**config.mk**
```make
export PLATFORM = sky130hd
export DESIGN_NAME = fgpio_seq
export DESIGN_NICKNAME = d
export VERILOG_FILES = /design/src/rtl/fgpio_seq.sv
export SDC_FILE = /design/constraint.sdc
export NUM_CORES = 1
export LEC_CHECK = 0
export ABC_AREA = 0
export BUFFER_PORTS_ARGS = -buffer_cell sky130_fd_sc_hd__buf_4
export CORE_ASPECT_RATIO = 1.75
export CORE_MARGIN = 10
export CORE_UTILIZATION = 62
export DETAILED_ROUTE_END_ITERATION = 8
export PLACE_DENSITY = 0.85
export SLEW_MARGIN = 30
export SYNTH_ARGS = -nofsm -noshare
export SYNTH_HDL_FRONTEND = slang
export SYNTH_SLANG_ARGS = --single-unit
```
**constraint.sdc**
```tcl
create_clock -name clk_neg_i -period 8.55 [get_ports clk_neg_i]
set_input_delay 1.2825 -clock clk_neg_i [delete_from_list [all_inputs] [get_ports clk_neg_i]]
set_output_delay 1.2825 -clock clk_neg_i [all_outputs]
set_load 0.005 [all_outputs]
```
**src/rtl/fgpio_seq.sv**
```systemverilog
// Fast-GPIO initiator: queues commands and replays them onto the fgpio req/ack bus with per-command idle gaps.
// FGPIO_SEQ_ABORT_ON_ERR_EN: an error ack drops the remaining queue and skips the delay.
module fgpio_seq #(
  parameter int DEPTH = 4,
  parameter int DLY_W = 16
) (
  input  logic             clk_neg_i,
  input  logic             rst_ni,
  input  logic             flush_i,
  input  logic             cmd_valid_i,
  output logic             cmd_ready_o,
  input  logic [6:0]       cmd_funct7_i,
  input  logic [31:0]      cmd_rs1_i,
  input  logic [31:0]      cmd_rs2_i,
  input  logic [DLY_W-1:0] cmd_delay_i,
  output logic             fgpio_req_o,
  output logic [6:0]       fgpio_funct7_o,
  output logic [31:0]      fgpio_rs1_val_o,
  output logic [31:0]      fgpio_rs2_val_o,
  input  logic             fgpio_ack_i,
  input  logic             fgpio_error_i,
  input  logic [31:0]      fgpio_rd_val_i,
  output logic             rsp_valid_o,
  output logic [31:0]      rsp_rd_val_o,
  output logic             rsp_error_o,
  output logic             err_sticky_o,
  output logic             busy_o
);

  localparam int PW = (DEPTH > 1) ? $clog2(DEPTH) : 1;
  localparam int CW = PW + 1;

`ifdef FGPIO_SEQ_ABORT_ON_ERR_EN
  localparam bit AbortOnErr = 1'b1;
`else
  localparam bit AbortOnErr = 1'b0;
`endif

  typedef enum logic [1:0] {IDLE, ISSUE, DELAY} state_e;

  state_e           state_q;
  logic             req_q;
  logic [DLY_W-1:0] cnt_q;
  logic             init_q;
  logic [PW-1:0]    wr_ptr_q, rd_ptr_q;
  logic [CW-1:0]    count_q;
  logic             rsp_valid_q, rsp_err_q, err_sticky_q;
  logic [31:0]      rsp_rd_q;

  logic [6:0]       mem_f7_q  [DEPTH];
  logic [31:0]      mem_rs1_q [DEPTH];
  logic [31:0]      mem_rs2_q [DEPTH];
  logic [DLY_W-1:0] mem_dly_q [DEPTH];

  logic             full_w, ack_w, abort_w, push_w, pop_w;
  logic [DLY_W-1:0] head_dly_w;

  assign full_w     = (count_q == CW'(DEPTH));
  // An ack in a flush cycle is ignored entirely: no pop, no response, no sticky.
  assign ack_w      = (state_q == ISSUE) && fgpio_ack_i && !flush_i;
  assign abort_w    = AbortOnErr && ack_w && fgpio_error_i;
  assign pop_w      = ack_w;
  assign head_dly_w = mem_dly_q[rd_ptr_q];

  // init_q keeps ready low until the first edge after reset release.
  assign cmd_ready_o = init_q && !flush_i && !full_w && !abort_w;
  assign push_w      = cmd_valid_i && cmd_ready_o;

  always_ff @(posedge clk_neg_i) begin
    if (push_w) begin
      mem_f7_q[wr_ptr_q]  <= cmd_funct7_i;
      mem_rs1_q[wr_ptr_q] <= cmd_rs1_i;
      mem_rs2_q[wr_ptr_q] <= cmd_rs2_i;
      mem_dly_q[wr_ptr_q] <= cmd_delay_i;
    end
  end

  always_ff @(posedge clk_neg_i or negedge rst_ni) begin
    if (!rst_ni) begin
      init_q   <= 1'b0;
      wr_ptr_q <= '0;
      rd_ptr_q <= '0;
      count_q  <= '0;
    end else begin
      init_q <= 1'b1;
      if (flush_i) begin
        wr_ptr_q <= '0;
        rd_ptr_q <= '0;
        count_q  <= '0;
      end else if (abort_w) begin
        rd_ptr_q <= wr_ptr_q;
        count_q  <= '0;
      end else begin
        if (push_w) wr_ptr_q <= wr_ptr_q + 1'b1;
        if (pop_w)  rd_ptr_q <= rd_ptr_q + 1'b1;
        case ({push_w, pop_w})
          2'b10:   count_q <= count_q + 1'b1;
          2'b01:   count_q <= count_q - 1'b1;
          default: count_q <= count_q;
        endcase
      end
    end
  end

  always_ff @(posedge clk_neg_i or negedge rst_ni) begin
    if (!rst_ni) begin
      state_q      <= IDLE;
      req_q        <= 1'b0;
      cnt_q        <= '0;
      rsp_valid_q  <= 1'b0;
      rsp_rd_q     <= '0;
      rsp_err_q    <= 1'b0;
      err_sticky_q <= 1'b0;
    end else if (flush_i) begin
      state_q      <= IDLE;
      req_q        <= 1'b0;
      cnt_q        <= '0;
      rsp_valid_q  <= 1'b0;
      err_sticky_q <= 1'b0;
    end else begin
      rsp_valid_q <= 1'b0;
      case (state_q)
        IDLE: begin
          if (count_q != '0) begin
            state_q <= ISSUE;
            req_q   <= 1'b1;
          end
        end
        ISSUE: begin
          if (ack_w) begin
            rsp_valid_q <= 1'b1;
            rsp_rd_q    <= fgpio_rd_val_i;
            rsp_err_q   <= fgpio_error_i;
            req_q       <= 1'b0;
            if (fgpio_error_i) err_sticky_q <= 1'b1;
            if (abort_w || head_dly_w == '0) begin
              state_q <= IDLE;
            end else begin
              state_q <= DELAY;
              cnt_q   <= head_dly_w - 1'b1;
            end
          end
        end
        DELAY: begin
          if (cnt_q == '0) state_q <= IDLE;
          else             cnt_q   <= cnt_q - 1'b1;
        end
        default: begin
          state_q <= IDLE;
          req_q   <= 1'b0;
        end
      endcase
    end
  end

  assign fgpio_req_o     = req_q;
  assign fgpio_funct7_o  = req_q ? mem_f7_q[rd_ptr_q]  : '0;
  assign fgpio_rs1_val_o = req_q ? mem_rs1_q[rd_ptr_q] : '0;
  assign fgpio_rs2_val_o = req_q ? mem_rs2_q[rd_ptr_q] : '0;

  assign rsp_valid_o  = rsp_valid_q;
  assign rsp_rd_val_o = rsp_rd_q;
  assign rsp_error_o  = rsp_err_q;
  assign err_sticky_o = err_sticky_q;
  assign busy_o       = (state_q != IDLE) || (count_q != '0);

endmodule

```
==> results of run 1 <==
metrics by stage:
stage / instance area [µm²] / setup WS (ns) / hold WS (ns) / total power (W) / instances
5_1_grt: 19920 / 3.844 / 0.5248 / 0.004702 / 1481
3_3_place_gp: 18720 / 4.213 / 0.4827 / 0.002964 / 1415
4_1_cts: 19890 / 3.665 / 0.5104 / 0.004564 / 1480
3_5_place_dp: 18720 / 4.115 / 0.4965 / 0.002983 / 1415
6_report: 19920 / 4.161 / 0.5054 / 0.004525 / 1482
2_1_floorplan: 16700 / 4.256 / 0.4655 / 0.002664 / 899
power groups by stage:
| stage | Clock, W | Combinational (W) | Sequential, W |
|---|---|---|---|
| after floorplan | 0 | 0.000279 | 0.00238 |
| after global placement | 0 | 0.000575 | 0.00239 |
| after detailed placement | 0 | 0.000588 | 0.00239 |
| after CTS | 0.00162 | 0.000591 | 0.00235 |
| after global routing | 0.00170 | 0.000643 | 0.00236 |
| final | 0.00159 | 0.000588 | 0.00235 |
flip-flops by register name, summed over array words and instances, names as in the netlist:
register / flops
cnt_q: 16
count_q: 3
err_sticky_o: 1
fgpio_req_o: 1
init_q: 1
mem_dly_q: 64
mem_f7_q: 28
mem_rs1_q: 128
mem_rs2_q: 128
rd_ptr_q: 2
rsp_error_o: 1
rsp_rd_val_o: 32
rsp_valid_o: 1
state_q: 2
wr_ptr_q: 2
cells in the final DEF, fill, tap and decap left out, types with 3 or more instances in the layout:
cell type	count
sky130_fd_sc_hd__o211ai_1	3
sky130_fd_sc_hd__xor2_1	3
sky130_fd_sc_hd__ha_1	5
sky130_fd_sc_hd__and2_1	78
sky130_fd_sc_hd__mux2i_1	33
sky130_fd_sc_hd__nor3_1	6
sky130_fd_sc_hd__nand4_1	7
sky130_fd_sc_hd__mux2_2	36
sky130_fd_sc_hd__clkinv_4	3
sky130_fd_sc_hd__clkbuf_1	10
sky130_fd_sc_hd__clkbuf_16	39
sky130_fd_sc_hd__nand2b_1	10
sky130_fd_sc_hd__edfxtp_1	348
sky130_fd_sc_hd__o21ai_0	10
sky130_fd_sc_hd__a21oi_1	9
sky130_fd_sc_hd__and3_4	4
sky130_fd_sc_hd__a221o_1	3
sky130_fd_sc_hd__clkinv_2	3
sky130_fd_sc_hd__buf_4	241
sky130_fd_sc_hd__xnor2_1	5
sky130_fd_sc_hd__nor2_1	29
sky130_fd_sc_hd__nor4_1	5
sky130_fd_sc_hd__dfrtp_1	59
sky130_fd_sc_hd__inv_1	7
sky130_fd_sc_hd__nand2_1	35
sky130_fd_sc_hd__clkinv_1	5
sky130_fd_sc_hd__o221ai_1	3
sky130_fd_sc_hd__o31ai_1	5
sky130_fd_sc_hd__nand4b_1	4
sky130_fd_sc_hd__mux4_2	87
sky130_fd_sc_hd__nand3_1	6
sky130_fd_sc_hd__or3_1	6
Yosys cell counts, types with 2 or more instances:
cell type / count
sky130_fd_sc_hd__a21o_1: 2
sky130_fd_sc_hd__a21oi_1: 9
sky130_fd_sc_hd__a221o_1: 3
sky130_fd_sc_hd__a2bb2oi_1: 2
sky130_fd_sc_hd__a31oi_1: 2
sky130_fd_sc_hd__and2_1: 78
sky130_fd_sc_hd__and3_1: 5
sky130_fd_sc_hd__and3b_1: 2
sky130_fd_sc_hd__buf_1: 5
sky130_fd_sc_hd__buf_2: 20
sky130_fd_sc_hd__buf_6: 2
sky130_fd_sc_hd__clkbuf_1: 22
sky130_fd_sc_hd__dfrtp_1: 62
sky130_fd_sc_hd__edfxtp_1: 348
sky130_fd_sc_hd__ha_1: 5
sky130_fd_sc_hd__inv_1: 7
sky130_fd_sc_hd__mux2_2: 36
sky130_fd_sc_hd__mux2i_1: 33
sky130_fd_sc_hd__mux4_2: 87
sky130_fd_sc_hd__nand2_1: 35
sky130_fd_sc_hd__nand2b_1: 10
sky130_fd_sc_hd__nand3_1: 6
sky130_fd_sc_hd__nand3b_1: 2
sky130_fd_sc_hd__nand4_1: 7
sky130_fd_sc_hd__nand4b_1: 4
sky130_fd_sc_hd__nor2_1: 29
sky130_fd_sc_hd__nor2b_1: 2
sky130_fd_sc_hd__nor3_1: 6
sky130_fd_sc_hd__nor3b_1: 2
sky130_fd_sc_hd__nor4_1: 5
sky130_fd_sc_hd__nor4b_1: 2
sky130_fd_sc_hd__o211ai_1: 3
sky130_fd_sc_hd__o21ai_0: 10
sky130_fd_sc_hd__o221ai_1: 3
sky130_fd_sc_hd__o31ai_1: 5
sky130_fd_sc_hd__or3_1: 6
sky130_fd_sc_hd__xnor2_1: 5
sky130_fd_sc_hd__xor2_1: 3
worst max-delay path: cells and delay by family, from the launching register on:
| family | cells | cell delay, ns |
|---|---|---|
| AND/OR/NAND/NOR | 1 | 0.19 |
| flip-flops | 1 | 1.01 |
| multiplexers | 1 | 0.42 |
| buffers and inverters | 2 | 0.90 |
final cells by class:
cell class	count	area, µm²	share of cell area [%]
Sequential cell	410	12010	60.29
Multi-Input combinational cell	432	4464	22.41
Tap cell	324	405.4	2.035
Timing Repair Buffer	243	1848	9.276
Clock buffer	50	1027	5.156
Antenna cell	1	2.502	0.01256
Inverter	7	26.28	0.1319
Clock inverter	15	137.6	0.6909
layer usage:
layer  track usage, %  share of wire, %  vias to the layer above
met1            24.98                36                     4572
met4            7.425               3.0                        0
met2            35.46                54                      330
met3            4.749               7.2                       64
met5                0                 0                        -
li1                 -                 -                     4014
logic make-up after synthesis:
kind of cell | after synthesis | synth area share (%)
XOR/XNOR | 8 | 0.4197
AO/OA/AOI/OAI | 54 | 2.436
flip-flops | 410 | 71.88
multiplexers | 157 | 16.23
buffers and inverters | 57 | 1.544
adder cells (fa/ha/maj) | 6 | 0.4946
AND/OR/NAND/NOR | 206 | 6.969
other | 1 | 0.02246
how the worst max path moves through the flow:
stage                      startpoint                  end  slack [ns]  cells past startpoint
after floorplan               flush_i      mem_dly_q[0][0]        4.26                      3
final                     rd_ptr_q[1]   fgpio_rs1_val_o[9]        4.16                      4
after CTS                 rd_ptr_q[0]  fgpio_rs2_val_o[18]        3.67                      4
after global routing      rd_ptr_q[1]            cnt_q[14]        3.84                     11
after global placement    rd_ptr_q[1]            cnt_q[14]        4.21                     11
after detailed placement  rd_ptr_q[1]            cnt_q[14]        4.12                     11
==> summary.txt, run 1 <==
Floorplanning
  – Effective utilization at floorplan: 62.79%
  – Core Region: 26590 µm²
  – Number of rows created at floorplan: 79
  – Die height: 237.1 µm
  – Ports: 234
  – Die width: 144.1 µm
  – Area of the die: 34150 µm²

STA
  – Setup TNS: 0 ns
  – Final cycle utilization of the critical path: 51.33%
  – Max-Slew Margin vs Limit: 39.98%
  – Final setup violation count: 0
  – Final-report max-slew violation count: 0
  – Slew @ Worst Pin: 0.8984 ns
  – Clk_skew: 0.01541 ns
  – RSZ-0062 raised after global routing: false
  – Period minus WS final: 4.389 ns
  – Number of failing hold endpoints at the final stage: 0
  – Highest clock frequency the design can meet: 0.2278 GHz

Logic synthesis
  – Top area cells in the synthesized netlist: sky130_fd_sc_hd__edfxtp_1, sky130_fd_sc_hd__mux4_2, sky130_fd_sc_hd__dfrtp_1
  – Number of distinct library cell variants in the gate-level netlist after synthesis: 62
  – Library cell occupying the most area in the post-synthesis netlist: sky130_fd_sc_hd__edfxtp_1
  – Top cell type's share of synthesized area: 62.59%
  – Number of flops mapped to enable cells by yosys: 348
  – Yosys synthesis warning count: 0
  – Fraction of synthesis flops using an asynchronous set or reset pin: 15.12%
  – Synthesized flop and latch total: 410
  – Synthesized area per cell: 18.57 µm²
  – Cell area after synthesis: 16700 µm²
  – Share of the yosys chip area belonging to registers: 71.88%
  – Cells after synthesis: 899
  – Dominant synthesized flop cell: sky130_fd_sc_hd__edfxtp_1
  – Net count after synthesis: 1030

Detailed routing
  – Detailed Route WL: 35.18 mm
  – Ratio of routed vias to standard cells: 6.059
  – Initial detailed-routing violation count: 675
  – First drt pass iteration count: 5
  – Total via count after detailed routing: 8980
  – WL per Instance: 23.74 µm
  – Detailed-route DRC error count: 0
  – ANT nets after route: 0

Power
  – Net switching fraction of the power: 22.20%
  – Switching power: 0.001005 W
  – Internal Dissipation: 0.003521 W
  – Part of the power in the clock network: 35.1%
  – Part of the power in registers: 51.9%
  – Power density over the cells: 227.2 nW/µm²
  – IR drop worst, VDD: 0.0002590 V
  – Logic pwr share: 13.0%
  – Leakage power: 7.082 nW

Clock network
  – Max clock buf depth: 3
  – Number of gates given a new drive strength after cts: 0
  – H-Tree Level Count: 2
  – Total clock sinks: 410
  – TritonCTS clock tree: yes
  – Clock latency at the later pin of the worst-skew pair: 0.53 ns
  – Number of buffers added to fix hold violations after cts: 0
  – Cts bufs inserted: 36
  – Clk Tree Root Cell: sky130_fd_sc_hd__clkbuf_16
  – Post-CTS Setup Repair Bufs: 0
  – Clock transition at the registers of the reported paths: 0.06 ns

Global routing
  – Global-route congestion overflow total: 0
  – Aggregate global-route resource usage: 20.71%
  – Number of global-route vias before repair: 9528
  – Global-route wire length before repair: 54.39 mm
  – Pin count of the biggest net entering global routing: 75
  – Initial antenna violation count: 0

Cells and area
  – Fin util: 74.92%
  – Fraction of layout instances using a drive strength above 1: 37.42%
  – Area added between synthesis and finish: 19.32%
  – Final-stage net count: 1261
  – Number of fill cells: 1531

Critical path
  – Sort of element at the end of the critical path: output port
  – Reg2Reg Capture Point: cnt_q[14]
  – CP Max Fanout: 58
  – Required time of the critical path: 7.27 ns
  – Path depth of the worst reg2reg path: 11
  – Worst path arrival time: 3.11 ns
  – Worst setup slack for register-to-register paths: 4.17 ns
  – Dominant cell type by count on the critical path: sky130_fd_sc_hd__buf_4
  – Critical-path cell list: buf_4 -> mux4_2 -> and2_1 -> buf_4
  – Setup Crit Path Kind: flip-flop to output port
  – Category of the worst setup path launch point: flip-flop
  – Longest individual stage delay on the worst path: 1.01 ns
  – Origin of the critical flop-to-flop path: rd_ptr_q[1]
  – Cell at the slowest stage of the critical path: sky130_fd_sc_hd__dfrtp_4

Placement
  – HPWL after detailed placement: 22.66 mm
  – Routability-driven placement congestion ratio: 0.8235
  – Number of buffers added on ports: 233

Run status
  – Run status: complete, no violations

Hold path
  – Worst hold path startpoint: rsp_rd_val_o[3]
  – Type of the most critical hold path: flip-flop to flip-flop
  – Endpoint of the worst hold path: rsp_rd_val_o[3]
  – Number of cells on the worst hold path: 1

Flow run
  – Max_cap viols: 0
(Power assumes the default switching activity.)
==> run 2, diff against run 1 <==
--- a/config.mk
+++ b/config.mk
@@ -9,9 +9,9 @@
 export BUFFER_PORTS_ARGS = -buffer_cell sky130_fd_sc_hd__buf_4
 export CORE_ASPECT_RATIO = 1.75
 export CORE_MARGIN = 10
-export CORE_UTILIZATION = 62
+export CORE_UTILIZATION = 57
 export DETAILED_ROUTE_END_ITERATION = 8
-export PLACE_DENSITY = 0.85
+export PLACE_DENSITY = 0.79
 export SLEW_MARGIN = 30
 export SYNTH_ARGS = -nofsm -noshare
 export SYNTH_HDL_FRONTEND = slang
==> constraint.sdc (replaced) <==
create_clock -name clk_neg_i -period 4.3 [get_ports clk_neg_i]
set_input_delay 0.645 -clock clk_neg_i [delete_from_list [all_inputs] [get_ports clk_neg_i]]
set_output_delay 0.645 -clock clk_neg_i [all_outputs]
set_load 0.005 [all_outputs]
==> run 2 against run 1 <==
  * Clock skew hardly changed
  * Core utilization fell by 5.2 points
  * Clock power rose by 94%
  * Design area is 0.55% higher
  * Sequential cell count unchanged
  * Global-route usage fell by 1.3 points
  * Routed wire length up 1.1%
  * Combinational power grew 97%
  * Non-clock buffer count is 8 higher
  * Sequential share of layout area shrank 0.33 points
  * Total power grew 97%
  * Clock-buffer cell count did not move
  * Largest cell class unchanged
  * Highest routed layer is now met5
==> summary.txt, run 2 (same netlist as run 1, synthesis figures left out) <==
Run status
  – Run status: complete, no violations

Placement
  – HPWL after detailed placement: 23.69 mm
  – Number of buffers added on ports: 233
  – Routability-driven placement congestion ratio: 0.8647

Detailed routing
  – WL per Instance: 23.09 µm
  – Total via count after detailed routing: 9030
  – Detailed-route DRC error count: 0
  – Detailed Route WL: 35.58 mm
  – ANT nets after route: 0
  – Initial detailed-routing violation count: 636
  – Ratio of routed vias to standard cells: 5.860
  – First drt pass iteration count: 5

Critical path
  – Cell at the slowest stage of the critical path: sky130_fd_sc_hd__dfrtp_4
  – Worst setup slack for register-to-register paths: 1.01 ns
  – Capture point of the critical path: fgpio_rs2_val_o[2]
  – Worst setup path startpoint: rd_ptr_q[0]
  – Sort of element at the end of the critical path: output port
  – Setup Crit Path Kind: flip-flop to output port
  – Worst path arrival time: 2.87 ns
  – Dominant cell type by count on the critical path: sky130_fd_sc_hd__buf_4
  – Required time of the critical path: 3.65 ns
  – Reg2Reg Capture Point: cnt_q[8]
  – Origin of the critical flop-to-flop path: rd_ptr_q[0]
  – CP Max Fanout: 36
  – Longest individual stage delay on the worst path: 0.69 ns
  – Category of the worst setup path launch point: flip-flop
  – Critical-path cell list: buf_4 -> mux4_2 -> and2_1 -> buf_4
  – Number of cells on the critical path: 4
  – Critical path buffers and inverters: 2
  – Worst path top cell family by delay: buffers and inverters
  – Path depth of the worst reg2reg path: 10

Cells and area
  – Fin util: 69.73%
  – Biggest registers after layout: mem_rs1_q: 128 flops, mem_rs2_q: 128 flops, mem_dly_q: 64 flops
  – Leading cell types in the layout, fill and taps excluded: sky130_fd_sc_hd__edfxtp_1, sky130_fd_sc_hd__buf_4, sky130_fd_sc_hd__mux4_2
  – Count of antenna diodes in the layout: 0
  – Most common cell after layout, fill and taps aside: sky130_fd_sc_hd__edfxtp_1
  – Final-stage net count: 1269
  – Fraction of layout instances using a drive strength above 1: 38.09%
  – Area added between synthesis and finish: 19.98%

Floorplanning
  – Die width: 149.4 µm
  – Number of rows created at floorplan: 82
  – Die height: 246.4 µm
  – Core Region: 28730 µm²
  – Effective utilization at floorplan: 58.12%
  – Area of the die: 36810 µm²
  – Ports: 234

Flow run
  – Max_cap viols: 0

Global routing
  – Pin count of the biggest net entering global routing: 63
  – Global-route wire length before repair: 55.14 mm
  – Aggregate global-route resource usage: 19.40%
  – Initial antenna violation count: 1
  – Number of global-route vias before repair: 9761
  – Global-route congestion overflow total: 0

STA
  – Final cycle utilization of the critical path: 81.72%
  – Period minus WS final: 3.514 ns
  – Number of failing hold endpoints at the final stage: 0
  – Setup TNS: 0 ns
  – Max-Slew Margin vs Limit: 43.94%
  – Highest clock frequency the design can meet: 0.2846 GHz
  – Clk_skew: 0.01505 ns
  – RSZ-0062 raised after global routing: false
  – Slew @ Worst Pin: 0.8293 ns
  – Final-report max-slew violation count: 0
  – Final setup violation count: 0

Clock network
  – Total clock sinks: 410
  – Clock transition at the registers of the reported paths: 0.07 ns
  – TritonCTS clock tree: yes
  – Cts bufs inserted: 36
  – Number of gates given a new drive strength after cts: 0
  – Max clock buf depth: 3
  – Clock latency at the later pin of the worst-skew pair: 0.53 ns
  – Clk Tree Root Cell: sky130_fd_sc_hd__clkbuf_16
  – Post-CTS Setup Repair Bufs: 0
  – Number of buffers added to fix hold violations after cts: 0
  – H-Tree Level Count: 2

Hold path
  – Type of the most critical hold path: input port to asynchronous set/reset pin

Power
  – Leakage power: 7.115 nW
  – Power density over the cells: 446.2 nW/µm²
  – IR drop worst, VDD: 0.0003763 V
[run 2: cell types whose count changed in the layout (fill, tap and decap cells not counted), moves of 2 or more]
cell / change
sky130_fd_sc_hd__buf_12: +4
sky130_fd_sc_hd__buf_4: +6
sky130_fd_sc_hd__clkbuf_1: -2
sky130_fd_sc_hd__clkinv_1: -2
sky130_fd_sc_hd__clkinv_2: +2
sky130_fd_sc_hd__clkinv_4: -2
[run 2: how the worst min path moves through the flow]
stage,start,to,slack (ns),cells after the start
after global placement,cnt_q[4],cnt_q[4],0.49,1
after floorplan,rst_ni,cnt_q[0],0.35,0
after detailed placement,cnt_q[4],cnt_q[4],0.49,1
after CTS,rst_ni,cnt_q[13],0.20,1
after global routing,rst_ni,cnt_q[13],0.25,1
final,rst_ni,cnt_q[13],0.19,1
[run 2: area by class of cell]
cell class                      instances  area [µm²]
Clock buffer                           50        1021
Clock inverter                         13       107.6
Fill cell                            1842        8696
Inverter                                7       26.28
Multi-Input combinational cell        432        4459
Sequential cell                       410       12010
Tap cell                              378       473.0
Timing Repair Buffer                  251        1934
[run 2: metrics by stage]
stage / cell area (µm²) / worst slack, ns / instances / hold WS, ns / total power [W]
after detailed placement: 18900 / 1.042 / 1478 / 0.4876 / 0.005949
after CTS: 20030 / 0.6750 / 1541 / 0.1965 / 0.009034
after floorplan: 16700 / 0.6436 / 899 / 0.3494 / 0.005298
after global routing: 20030 / 0.5674 / 1541 / 0.2513 / 0.009277
after global placement: 18900 / 1.082 / 1478 / 0.4887 / 0.005917
final: 20030 / 0.7862 / 1541 / 0.1896 / 0.008937
[run 2: routing by layer]
metal	global-route usage, %	wire length [µm]	up-vias
li1	-	-	4039
met1	21.70	12680	4577
met3	5.415	2664	80
met4	8.082	1323	2
met2	33.89	18890	332
met5	0	20	-
[run 2: power breakdown]
part	leakage (nW)	total (W)	internal [W]	switching, W
Combinational	2.63	0.00116	0.000658	0.000502
Sequential	3.93	0.00469	0.00454	0.000147
Clock	0.555	0.00309	0.00173	0.00136
Total	7.11	0.00894	0.00693	0.00201
==> run 3, diff against run 2 <==
==> constraint.sdc (replaced) <==
create_clock -name clk_neg_i -period 3.5 [get_ports clk_neg_i]
set_input_delay 0.525 -clock clk_neg_i [delete_from_list [all_inputs] [get_ports clk_neg_i]]
set_output_delay 0.525 -clock clk_neg_i [all_outputs]
set_load 0.005 [all_outputs]
==> run 3 against run 2 <==
  * First-iteration DRC count is 21% lower
  * Total power grew 23%
  * Clock power grew 22%
  * Final cell count increased by 0.78%
  * Setup slack got worse by 0.44 ns
  * Sequential cell count unchanged
  * Critical path depth is the same
  * Sequential share of layout area is 0.35 points lower
  * Critical endpoint is now fgpio_rs2_val_o[5]
==> summary.txt, run 3 (same netlist as run 1, synthesis figures left out) <==
Detailed routing
  – Ratio of routed vias to standard cells: 5.713
  – Initial detailed-routing violation count: 501
  – Detailed Route WL: 35.14 mm
  – WL per Instance: 22.63 µm
  – First drt pass iteration count: 5
  – Total via count after detailed routing: 8872
  – ANT nets after route: 0
  – Detailed-route DRC error count: 0

Critical path
  – Worst path top cell family by delay: buffers and inverters
  – Setup Crit Path Kind: flip-flop to output port
  – Worst path arrival time: 2.63 ns
  – Critical-path cell list: buf_4 -> mux4_2 -> and2_1 -> buf_4
  – Critical path buffers and inverters: 2
  – Category of the worst setup path launch point: flip-flop
  – Dominant cell type by count on the critical path: sky130_fd_sc_hd__buf_4
  – Longest individual stage delay on the worst path: 0.65 ns
  – Cell at the slowest stage of the critical path: sky130_fd_sc_hd__buf_4
  – Required time of the critical path: 2.97 ns
  – Sort of element at the end of the critical path: output port
  – CP Max Fanout: 39

Cells and area
  – Most common cell after layout, fill and taps aside: sky130_fd_sc_hd__edfxtp_1
  – Area added between synthesis and finish: 20.68%
  – Leading cell types in the layout, fill and taps excluded: sky130_fd_sc_hd__edfxtp_1, sky130_fd_sc_hd__buf_4, sky130_fd_sc_hd__mux4_2
  – Number of standard cells in the layout, taps in and fillers out: 1553
  – Biggest registers after layout: mem_rs1_q: 128 flops, mem_rs2_q: 128 flops, mem_dly_q: 64 flops
  – Final-stage net count: 1275
  – Fraction of layout instances using a drive strength above 1: 38.14%

STA
  – Final-report max-slew violation count: 0
  – Max-Slew Margin vs Limit: 46.25%
  – Final setup violation count: 0
  – Clk_skew: 0.01607 ns
  – Highest clock frequency the design can meet: 0.3171 GHz
  – Final cycle utilization of the critical path: 90.09%
  – RSZ-0062 raised after global routing: false
  – Setup TNS: 0 ns
  – Number of failing hold endpoints at the final stage: 0
  – Slew @ Worst Pin: 0.8062 ns
  – Setup WS post-layout: 0.3468 ns
  – Period minus WS final: 3.153 ns

Global routing
  – Number of global-route vias before repair: 9780
  – Aggregate global-route resource usage: 18.93%
  – Global-route congestion overflow total: 0
  – Global-route wire length before repair: 54.21 mm
  – Initial antenna violation count: 3
  – Pin count of the biggest net entering global routing: 63

Clock network
  – TritonCTS clock tree: yes
  – Clock transition at the registers of the reported paths: 0.07 ns
  – Clock latency at the later pin of the worst-skew pair: 0.52 ns
  – Total clock sinks: 410
  – Number of buffers added to fix hold violations after cts: 0
  – Post-CTS Setup Repair Bufs: 0
  – Clk Tree Root Cell: sky130_fd_sc_hd__clkbuf_16
  – Cts bufs inserted: 36
  – Number of gates given a new drive strength after cts: 0
  – Max clock buf depth: 3
  – H-Tree Level Count: 2

Placement
  – HPWL after detailed placement: 23.50 mm
  – Post-Place Setup Slack: 0.3769 ns
  – Routability-driven placement congestion ratio: 0.8629
  – Number of buffers added on ports: 233
  – Total instance count after detailed placement: 1484

Power
  – Leakage power: 7.154 nW
  – Power consumption: 0.01095 W
  – IR drop worst, VDD: 0.0004672 V
  – Power density over the cells: 543.7 nW/µm²

Floorplanning
  – Number of rows created at floorplan: 82
  – Die height: 246.4 µm
  – Ports: 234
  – Area of the die: 36810 µm²
  – Die width: 149.4 µm
  – Effective utilization at floorplan: 58.12%
  – Core Region: 28730 µm²

Flow run
  – Max_cap viols: 0

Hold path
  – Type of the most critical hold path: input port to asynchronous set/reset pin

Run status
  – Run status: complete, no violations
[run 3: cell types whose count changed in the layout (fill, tap and decap cells not counted), moves of 2 or more]
| cell | delta |
|---|---|
| sky130_fd_sc_hd__buf_12 | +5 |
| sky130_fd_sc_hd__clkbuf_1 | +4 |
| sky130_fd_sc_hd__clkbuf_16 | +2 |
| sky130_fd_sc_hd__clkbuf_8 | -2 |
| sky130_fd_sc_hd__diode_2 | +3 |
[run 3: through the flow]
| step | util [%] | cell area [µm²] | hold WS, ns |
|---|---|---|---|
| floorplan | - | 16700 | 0.2294 |
| global placement | 66.18 | 19010 | 0.4894 |
| detailed placement | 66.18 | 19010 | 0.4898 |
| CTS | 70.11 | 20140 | 0.09688 |
| global route | 70.13 | 20150 | 0.1315 |
| finish | 70.14 | 20150 | 0.06957 |
[run 3: final cells by class]
type,instances,area [µm²]
Antenna cell,3,7.507
Clock buffer,54,1056
Clock inverter,12,75.07
Fill cell,1870,8578
Inverter,7,26.28
Multi-Input combinational cell,432,4459
Sequential cell,410,12010
Tap cell,378,473.0
Timing Repair Buffer,257,2042
[run 3: layer usage]
metal	share of wire, %	vias to the layer above	global-route usage (%)
met4	3.0	2	6.779
li1	-	4043	-
met2	53	312	34.02
met1	36	4446	20.57
met5	0.037	-	0
met3	7.6	69	5.525
[run 3: final timing paths]
path,startpoint,to,slack (ns),cells past startpoint
min reg2reg,err_sticky_o,err_sticky_o,0.50,2
min in group clk_neg_i,cmd_rs2_i[6],mem_rs2_q[0][6],0.20,1
max reg2reg,rd_ptr_q[0],cnt_q[14],0.40,10
min,rst_ni,state_q[1],0.07,1
max in group asynchronous,rst_ni,rd_ptr_q[1],2.84,1
max,rd_ptr_q[0],fgpio_rs2_val_o[5],0.35,4
[run 3: power breakdown]
| group | leakage [nW] | switching [W] | internal, W |
|---|---|---|---|
| logic | 2.68 | 0.000610 | 0.000820 |
| clock network | 0.549 | 0.00166 | 0.00211 |
| registers | 3.93 | 0.000181 | 0.00558 |
